### src/rtl/dmem_arbiter_if.sv
// dmem_arbiter_if: the two master request/response ports and the shared RAM
// port of the data-memory arbiter, bundled for connection to dmem_arbiter.
//   slave  : the arbiter's view (requests and RAM read data in, everything else out)
//   master : the surrounding system's view (core, loader and RAM)
interface dmem_arbiter_if #(
    parameter int ADDR_W = 32,
    parameter int DATA_W = 32
);
    localparam int BE_W = DATA_W / 8;

    // Master 0: core memory stage
    logic              m0_req;
    logic              m0_we;
    logic [ADDR_W-1:0] m0_addr;
    logic [DATA_W-1:0] m0_wdata;
    logic [BE_W-1:0]   m0_be;
    logic              m0_gnt;
    logic              m0_rvalid;
    logic [DATA_W-1:0] m0_rdata;

    // Master 1: debug/DMA loader
    logic              m1_req;
    logic              m1_we;
    logic [ADDR_W-1:0] m1_addr;
    logic [DATA_W-1:0] m1_wdata;
    logic [BE_W-1:0]   m1_be;
    logic              m1_lock;
    logic              m1_gnt;
    logic              m1_rvalid;
    logic [DATA_W-1:0] m1_rdata;

    // Shared synchronous RAM port
    logic              s_we;
    logic [ADDR_W-1:0] s_addr;
    logic [DATA_W-1:0] s_wdata;
    logic [BE_W-1:0]   s_be;
    logic [DATA_W-1:0] s_rdata;

    modport slave (
        input  m0_req, m0_we, m0_addr, m0_wdata, m0_be,
        input  m1_req, m1_we, m1_addr, m1_wdata, m1_be, m1_lock,
        input  s_rdata,
        output m0_gnt, m0_rvalid, m0_rdata,
        output m1_gnt, m1_rvalid, m1_rdata,
        output s_we, s_addr, s_wdata, s_be
    );

    modport master (
        output m0_req, m0_we, m0_addr, m0_wdata, m0_be,
        output m1_req, m1_we, m1_addr, m1_wdata, m1_be, m1_lock,
        output s_rdata,
        input  m0_gnt, m0_rvalid, m0_rdata,
        input  m1_gnt, m1_rvalid, m1_rdata,
        input  s_we, s_addr, s_wdata, s_be
    );
endinterface

### src/rtl/dmem_arbiter.sv
// dmem_arbiter: shares one synchronous data-RAM port between the core memory
// stage (master 0) and a debug/DMA loader (master 1). Grants are combinational,
// contention is round-robin, and read data returns one cycle after the grant
// to whichever master issued the read. A withheld m0_gnt stalls the core.
//
// Build option DMEM_ARB_LOCK_EN: when defined, master 1 may hold the port for
// back-to-back bursts via m1_lock, limited to MAX_LOCK consecutive locked
// grants while master 0 waits, after which master 0 is forced in for one
// cycle. When undefined, m1_lock is ignored and arbitration is pure round-robin.
module dmem_arbiter #(
    parameter int ADDR_W   = 32,
    parameter int DATA_W   = 32,
    parameter int MAX_LOCK = 8
) (
    input logic           clk,
    input logic           n_rst,
    dmem_arbiter_if.slave bus
);
    localparam int BE_W = DATA_W / 8;

    if (MAX_LOCK < 1) begin : gBadMaxLock
        $error("dmem_arbiter: MAX_LOCK must be at least 1");
    end

    logic              gnt0;
    logic              gnt1;
    logic              lastM1;      // 1 = master 1 owned the most recent grant
    logic              pendValid;   // a read was granted last cycle
    logic              pendOwner;   // 1 = that read belongs to master 1
    logic              sWe;
    logic [ADDR_W-1:0] sAddr;
    logic [DATA_W-1:0] sWdata;
    logic [BE_W-1:0]   sBe;

`ifdef DMEM_ARB_LOCK_EN
    localparam int CNT_W = $clog2(MAX_LOCK + 1);

    logic             prevM1Gnt;
    logic [CNT_W-1:0] lockCnt;
    logic             lockHold;
    logic             forceRel;

    // Master 1 keeps the port while it holds lock and owned the previous cycle;
    // once master 0 has waited through MAX_LOCK locked grants it is let in.
    assign lockHold = bus.m1_lock && bus.m1_req && prevM1Gnt;
    assign forceRel = lockHold && bus.m0_req && (lockCnt == CNT_W'(MAX_LOCK));
`else
    logic unusedLock;
    assign unusedLock = bus.m1_lock;
`endif

    // Same-cycle grant decision from live requests and registered history
    always_comb begin
        // NOTE: every output of a combinational block gets a default first so
        // no path leaves it unassigned, which would infer a latch.
        gnt0 = 1'b0;
        gnt1 = 1'b0;
        if (bus.m0_req && bus.m1_req) begin
`ifdef DMEM_ARB_LOCK_EN
            if (lockHold) begin
                gnt0 = forceRel;
                gnt1 = !forceRel;
            end else
`endif
            begin
                gnt0 = lastM1;
                gnt1 = !lastM1;
            end
        end else begin
            gnt0 = bus.m0_req;
            gnt1 = bus.m1_req;
        end
    end

    // Steer the granted master's request onto the RAM port, zero when idle
    always_comb begin
        sWe    = 1'b0;
        sAddr  = '0;
        sWdata = '0;
        sBe    = '0;
        if (gnt0) begin
            sWe    = bus.m0_we;
            sAddr  = bus.m0_addr;
            sWdata = bus.m0_wdata;
            sBe    = bus.m0_be;
        end else if (gnt1) begin
            sWe    = bus.m1_we;
            sAddr  = bus.m1_addr;
            sWdata = bus.m1_wdata;
            sBe    = bus.m1_be;
        end
    end

    // Round-robin pointer and read-return tag
    always_ff @(posedge clk or negedge n_rst) begin
        if (!n_rst) begin
            lastM1    <= 1'b1;
            pendValid <= 1'b0;
            pendOwner <= 1'b0;
        end else begin
            // NOTE: state registers use non-blocking assignment so every
            // flop samples pre-edge values regardless of statement order.
            if (gnt0 || gnt1) begin
                lastM1    <= gnt1;
                pendOwner <= gnt1;
            end
            pendValid <= (gnt0 && !bus.m0_we) || (gnt1 && !bus.m1_we);
        end
    end

`ifdef DMEM_ARB_LOCK_EN
    // Burst history: who owned last cycle and how long master 0 has waited
    always_ff @(posedge clk or negedge n_rst) begin
        if (!n_rst) begin
            prevM1Gnt <= 1'b0;
            lockCnt   <= '0;
        end else begin
            prevM1Gnt <= gnt1;
            if (gnt0 || !bus.m1_lock) begin
                lockCnt <= '0;
            end else if (gnt1 && lockHold && bus.m0_req
                         && lockCnt != CNT_W'(MAX_LOCK)) begin
                lockCnt <= lockCnt + 1'b1;
            end
        end
    end
`endif

    assign bus.m0_gnt    = gnt0;
    assign bus.m1_gnt    = gnt1;
    assign bus.s_we      = sWe;
    assign bus.s_addr    = sAddr;
    assign bus.s_wdata   = sWdata;
    assign bus.s_be      = sBe;
    assign bus.m0_rvalid = pendValid && !pendOwner;
    assign bus.m1_rvalid = pendValid && pendOwner;
    assign bus.m0_rdata  = (pendValid && !pendOwner) ? bus.s_rdata : '0;
    assign bus.m1_rdata  = (pendValid && pendOwner)  ? bus.s_rdata : '0;
endmodule

### src/flat_wrapper.sv
// flat-port wrapper written by rule: the top's interface ports become plain ports
module dmem_arbiter_flat 
#(
    parameter int ADDR_W   = 32,
    parameter int DATA_W   = 32,
    parameter int MAX_LOCK = 8
)
  (clk, n_rst, bus_m0_req, bus_m0_we, bus_m0_addr, bus_m0_wdata, bus_m0_be, bus_m1_req, bus_m1_we, bus_m1_addr, bus_m1_wdata, bus_m1_be, bus_m1_lock, bus_s_rdata, bus_m0_gnt, bus_m0_rvalid, bus_m0_rdata, bus_m1_gnt, bus_m1_rvalid, bus_m1_rdata, bus_s_we, bus_s_addr, bus_s_wdata, bus_s_be);
  dmem_arbiter_if #(.ADDR_W(ADDR_W), .DATA_W(DATA_W)) bus_i ();
  input logic clk;
  input logic n_rst;
  input wire logic [$bits(bus_i.m0_req)-1:0] bus_m0_req;
  input wire logic [$bits(bus_i.m0_we)-1:0] bus_m0_we;
  input wire logic [$bits(bus_i.m0_addr)-1:0] bus_m0_addr;
  input wire logic [$bits(bus_i.m0_wdata)-1:0] bus_m0_wdata;
  input wire logic [$bits(bus_i.m0_be)-1:0] bus_m0_be;
  input wire logic [$bits(bus_i.m1_req)-1:0] bus_m1_req;
  input wire logic [$bits(bus_i.m1_we)-1:0] bus_m1_we;
  input wire logic [$bits(bus_i.m1_addr)-1:0] bus_m1_addr;
  input wire logic [$bits(bus_i.m1_wdata)-1:0] bus_m1_wdata;
  input wire logic [$bits(bus_i.m1_be)-1:0] bus_m1_be;
  input wire logic [$bits(bus_i.m1_lock)-1:0] bus_m1_lock;
  input wire logic [$bits(bus_i.s_rdata)-1:0] bus_s_rdata;
  output wire logic [$bits(bus_i.m0_gnt)-1:0] bus_m0_gnt;
  output wire logic [$bits(bus_i.m0_rvalid)-1:0] bus_m0_rvalid;
  output wire logic [$bits(bus_i.m0_rdata)-1:0] bus_m0_rdata;
  output wire logic [$bits(bus_i.m1_gnt)-1:0] bus_m1_gnt;
  output wire logic [$bits(bus_i.m1_rvalid)-1:0] bus_m1_rvalid;
  output wire logic [$bits(bus_i.m1_rdata)-1:0] bus_m1_rdata;
  output wire logic [$bits(bus_i.s_we)-1:0] bus_s_we;
  output wire logic [$bits(bus_i.s_addr)-1:0] bus_s_addr;
  output wire logic [$bits(bus_i.s_wdata)-1:0] bus_s_wdata;
  output wire logic [$bits(bus_i.s_be)-1:0] bus_s_be;
  assign bus_i.m0_req = bus_m0_req;
  assign bus_i.m0_we = bus_m0_we;
  assign bus_i.m0_addr = bus_m0_addr;
  assign bus_i.m0_wdata = bus_m0_wdata;
  assign bus_i.m0_be = bus_m0_be;
  assign bus_i.m1_req = bus_m1_req;
  assign bus_i.m1_we = bus_m1_we;
  assign bus_i.m1_addr = bus_m1_addr;
  assign bus_i.m1_wdata = bus_m1_wdata;
  assign bus_i.m1_be = bus_m1_be;
  assign bus_i.m1_lock = bus_m1_lock;
  assign bus_i.s_rdata = bus_s_rdata;
  assign bus_m0_gnt = bus_i.m0_gnt;
  assign bus_m0_rvalid = bus_i.m0_rvalid;
  assign bus_m0_rdata = bus_i.m0_rdata;
  assign bus_m1_gnt = bus_i.m1_gnt;
  assign bus_m1_rvalid = bus_i.m1_rvalid;
  assign bus_m1_rdata = bus_i.m1_rdata;
  assign bus_s_we = bus_i.s_we;
  assign bus_s_addr = bus_i.s_addr;
  assign bus_s_wdata = bus_i.s_wdata;
  assign bus_s_be = bus_i.s_be;
  dmem_arbiter #(.ADDR_W(ADDR_W), .DATA_W(DATA_W), .MAX_LOCK(MAX_LOCK)) u_core (.clk(clk), .n_rst(n_rst), .bus(bus_i));
endmodule
### config.mk
export PLATFORM = sky130hd
export DESIGN_NAME = dmem_arbiter_flat
export DESIGN_NICKNAME = d
export VERILOG_FILES = /design/src/rtl/dmem_arbiter_if.sv /design/src/rtl/dmem_arbiter.sv /design/src/flat_wrapper.sv
export SDC_FILE = /design/constraint.sdc
export NUM_CORES = 1
export LEC_CHECK = 0
export ABC_AREA = 1
export CAP_MARGIN = 20
export CORE_AREA = 2 2 120 122
export CTS_CLUSTER_DIAMETER = 80
export DETAILED_ROUTE_END_ITERATION = 8
export DIE_AREA = 0 0 122 124
export SKIP_CTS_REPAIR_TIMING = 1
export SLEW_MARGIN = 15
export SYNTH_ARGS = -nofsm -noshare
export SYNTH_HDL_FRONTEND = slang
export SYNTH_SLANG_ARGS = --single-unit
### constraint.sdc
create_clock -name clk -period 1.3 [get_ports clk]
set_clock_uncertainty 0.15 [all_clocks]
set_input_delay 0.26 -clock clk [delete_from_list [all_inputs] [get_ports clk]]
set_output_delay 0.26 -clock clk [all_outputs]
set_load 0.005 [all_outputs]
Word level (Yosys, flattened, before mapping):

Cells that the tools add are included.

* bits of input ports: 175
* logic and storage cells: 26
* flip-flop bits (word level): 3
* output and inout bits: 137

* mux-type cells: 12
* reduce and logical (&&, ||, !) cells: 11

Operators by type and width (count)
* $mux W32: 6
* $mux W4: 2
* $logic_and A1 B1 Y1: 5
* $logic_not A1 Y1: 4
* $mux W1: 4
* $logic_or A1 B1 Y1: 2

Longest topological paths before layout:

Gate-level depths: netlist (run 1).

* depth in word-level cells: 4
* mapped depth: 5
* gate-level depth less buffers: 4

Worst setup path before layout (run 1):

OpenSTA, ideal clock, no wires.

* path kind: reg-to-output
* start: reg u_core.lastM1
* end: out bus_s_addr[0]
* cell stages (with the launch flop): 6
* path buffers: 1
* arrival time: 965 ps
* setup slack: -75 ps
* data required time: 890 ps
* path through: dfstp_2 inv_2 nand2_4 buf_2 nand3_1 nand2_1

* longest elaborated chain between the ends: 4
* elaborated cells between the ends (all ways): 5
* those cells by class: mux (4); reduce/logical (1)

RTL lines
* start: declaration: line dmem_arbiter.sv:27 `logic lastM1;`
* start signal: assignment: line dmem_arbiter.sv:104 `lastM1 <= gnt1;`
* $logic_not A1 Y1: line dmem_arbiter.sv:67 `gnt1 = !lastM1;`
* $mux W1: line dmem_arbiter.sv:58 `if (bus.m0_req && bus.m1_req) begin`
* $mux W32: line dmem_arbiter.sv:86 `end else if (gnt1) begin`
* $mux W32 (*): line dmem_arbiter.sv:81 `if (gnt0) begin`
* end: declaration: line flat_wrapper.sv:31 `output wire logic [$bits(bus_i.s_addr)-1:0] bus_s_addr;`

Every way passes the cells marked *; elsewhere a longest branch is shown, timed or not.

Final worst setup path (run 1):

* start: reg u_core.lastM1
* end: out bus_s_wdata[15]

* longest elaborated chain between the ends: 4
* elaborated cells between the ends (all ways): 5
* those cells by class: mux (4); reduce/logical (1)

RTL lines
* $logic_not A1 Y1: line dmem_arbiter.sv:67
* $mux W1: line dmem_arbiter.sv:58
* $mux W32: line dmem_arbiter.sv:86
* $mux W32 (*): line dmem_arbiter.sv:81
* end: declaration: line flat_wrapper.sv:32 `output wire logic [$bits(bus_i.s_wdata)-1:0] bus_s_wdata;`

Marks and branches as above.

==> results of run 1 <==
metrics by stage:
step	hold slack [ps]	TNS, ps	utilization	instances
final	74.3	-73890	0.440	906
after detailed placement	314	-80030	0.370	836
after global routing	90.8	-82440	0.440	906
after CTS	82.6	-105270	0.376	840
after global placement	309	-78380	0.370	836
after floorplan	-186	-3060	-	359
area by class of cell:
cell class	instances	area, um2
Clock buffer	4	78.8
Sequential cell	3	76.3
Timing Repair Buffer	398	3970
Tap cell	180	225
Inverter	37	141
Fill cell	1375	7680
Multi-Input combinational cell	284	1550
sequential cells by signal, summed over array words and instances, names as in the netlist:
name,count
u_core.lastM1,1
u_core.pendOwner,1
u_core.pendValid,1
where the power goes:
| group | total (mW) | internal, mW | switching (mW) | leakage, nW |
|---|---|---|---|---|
| clock network | 0.487 | 0.405 | 0.0828 | 0.0382 |
| logic | 2.54 | 1.54 | 0.998 | 3.47 |
| registers | 0.127 | 0.109 | 0.0179 | 0.0348 |
| total | 3.16 | 2.06 | 1.10 | 3.54 |
layer usage:
layer / track usage / vias up / wire length [um]
met5: 0 / - / 0
met4: 0.0323 / 0 / 316
met3: 0.0440 / 22 / 1510
met2: 0.266 / 233 / 7630
met1: 0.145 / 1763 / 5370
li1: - / 1890 / -
final timing paths:
path | start | to | slack [ps]
hold / removal | n_rst | u_core.pendValid | 70
hold reg to reg | u_core.lastM1 | u_core.lastM1 | 560
min in group clk | bus_m0_req | u_core.lastM1 | 390
max in group asynchronous | n_rst | u_core.lastM1 | 700
setup / recovery | u_core.lastM1 | bus_s_wdata[15] | -920
setup reg to reg | u_core.lastM1 | u_core.pendValid | -60
cell usage in the layout, fill, tap and decap left out, types with 21 or more instances in the layout:
cell,count
inv_1,35
dlymetal6s2s_1,51
nor2_2,22
nand2_1,70
buf_2,42
clkdlybuf4s50_1,195
nand3_1,136
nor2_4,22
buf_4,48
nor2_1,21
kinds of logic (layout without fill, tap and decap cells):
| logic type | count (synthesis) | after routing |
|---|---|---|
| AOI/OAI and AO/OA | 4 | 4 |
| buffers and inverters | 73 | 439 |
| DFF | 3 | 3 |
| and+or+nand+nor | 279 | 280 |
==> results.yml, run 1 <==
sta:
  final-setup-viol-count: 138
  hold_viol_final: 0
  worst_pin_slew_ps: 240
  maxSlewHeadroom: 0.840
  clock.fmax_ghz: 0.450
  rsz0062_at_grt: "yes"
  layout_min_cycle_time_ps: 2220
  fin_ws_ps: -921
  post-route-period-util: 1.71
  slew_violations: 0
floorplanning:
  die_area_mm2: 0.0151
  num_rows: 43
  ioPinCount: 312
  die_w_um: 122
  die_h_um: 124
  start_util: 0.124
  design.core.area_mm2: 0.0137
logic_synthesis:
  synth_xor_area_frac: 0
  synth-compound-area-share: 0.0147
  synth.distinct_cells: 16
  synth_mux_area_frac: 0
  synth_common_cells: "139 x nand3_1, 73 x nand2_1, 65 x nor2_1"
  yosysTopAreaCellShare: 0.408
  yosysMostFrequentCell: "nand3_1"
  synth_edf_count: 0
  synth_cells: 359
  avgSynthCellArea_um2: 4.75
  ys_seq_elements: 3
  ys.flop_type: "dfrtp_1"
  ys_warn_count: 0
  synthTopCellsByArea: "nand3_1 41%, nand2_1 16%, nor2_1 14%"
  synth_seq_area_share: 0.0448
  synth_top_family_by_area: "simple AND/OR/NAND/NOR gates"
  syn-num-nets: 534
  synth_fa_ha_area_frac: 0
  synthArstFlopShare: 1.00
  synth.cell_area_mm2: 0.00170
  yosys.area_share.simple: 0.723
  synth_area_leader_cell: "nand3_1"
clock_network:
  cts-root-buf: "clkbuf_16"
  worstSkewPairLatency_ps: 220
  cts.path.max_buffers: 2
  cts.sinks: 3
  clk_pin_slew_worst_paths_ps: 30
  cts_tree: "yes"
  htreeDepth: 1
  numCtsBuffers: 3
power_and_ir_drop:
  p_leak_nw: 3.54
  finalPower_mw: 3.16
  p_per_area_mw_per_mm2: 523
  max-vdd-ir-drop_mv: 0.275
routing:
  viasPerCell: 4.31
  final_antenna_net_count: 0
  wl_um: 14800
  drc: 0
  wl_per_cell_um: 16.4
  vias: 3908
  drt-initial-drc-count: 181
  dr.pass1.iters: 4
run_status:
  violations: "negative setup slack"
  outcome: "finished with violations"
critical_path:
  cp_cell_sequence: "buf_12 -> nand2_4 -> clkbuf_16 -> nand3_1 -> nand2_1 -> clkdlybuf4s50_1"
  path_depth: 6
  rr_worst_depth: 5
  cp_top_family: "buffers and inverters"
  slowest_stage: "dfstp_2"
  critPathMaxStageDelay_ps: 570
  required_ps: 890
  setup.worst_path.start_class: "flop"
  criticalPathCategory: "reg2out"
  crit_arrival_ps: 1810
  end_kind: "output port"
  path_max_fanout: 12
  crit_buf_inv: 3
final_layout:
  num_antenna_cells: 0
  drive_gt1_frac: 0.292
  postLayoutCellArea_mm2: 0.00604
  area_delta_synth_final_pct: 254
  final_nets: 902
placed_design:
  placed_cell_area_mm2: 0.00508
  dp_slack_ps: -732
  portBuffers: 310
  dpl.hpwl_um: 9630
  routabilityCongestion: 0.778
flow_run:
  drv_cap: 0
global_route:
  grt_usage: 0.138
  grt_max_degree: 51
  grt_pass1_vias: 3184
  grt_first_pass_wirelength_um: 16400
  overflow: 0
  antenna_found_initial: 0
hold_path:
  hp-class: "in2async"
No activity file was read; power rests on OpenSTA's default activity.
==> run 2, diff against run 1 <==
--- a/config.mk
+++ b/config.mk
@@ -8,7 +8,7 @@
 export ABC_AREA = 1
 export CAP_MARGIN = 20
 export CORE_AREA = 2 2 120 122
-export CTS_CLUSTER_DIAMETER = 80
+export CTS_CLUSTER_DIAMETER = 120
 export DETAILED_ROUTE_END_ITERATION = 8
 export DIE_AREA = 0 0 122 124
 export SKIP_CTS_REPAIR_TIMING = 1
==> results of run 2 <==
No change in the layout: final DEF, timing and power equal those of run 1.
==> run 3, diff against run 2 <==
--- a/config.mk
+++ b/config.mk
@@ -6,6 +6,7 @@
 export NUM_CORES = 1
 export LEC_CHECK = 0
 export ABC_AREA = 1
+export ABC_CLOCK_PERIOD_IN_PS = 1300
 export CAP_MARGIN = 20
 export CORE_AREA = 2 2 120 122
 export CTS_CLUSTER_DIAMETER = 120
==> results of run 3 <==
No change in the layout: final DEF, timing and power equal those of run 1.
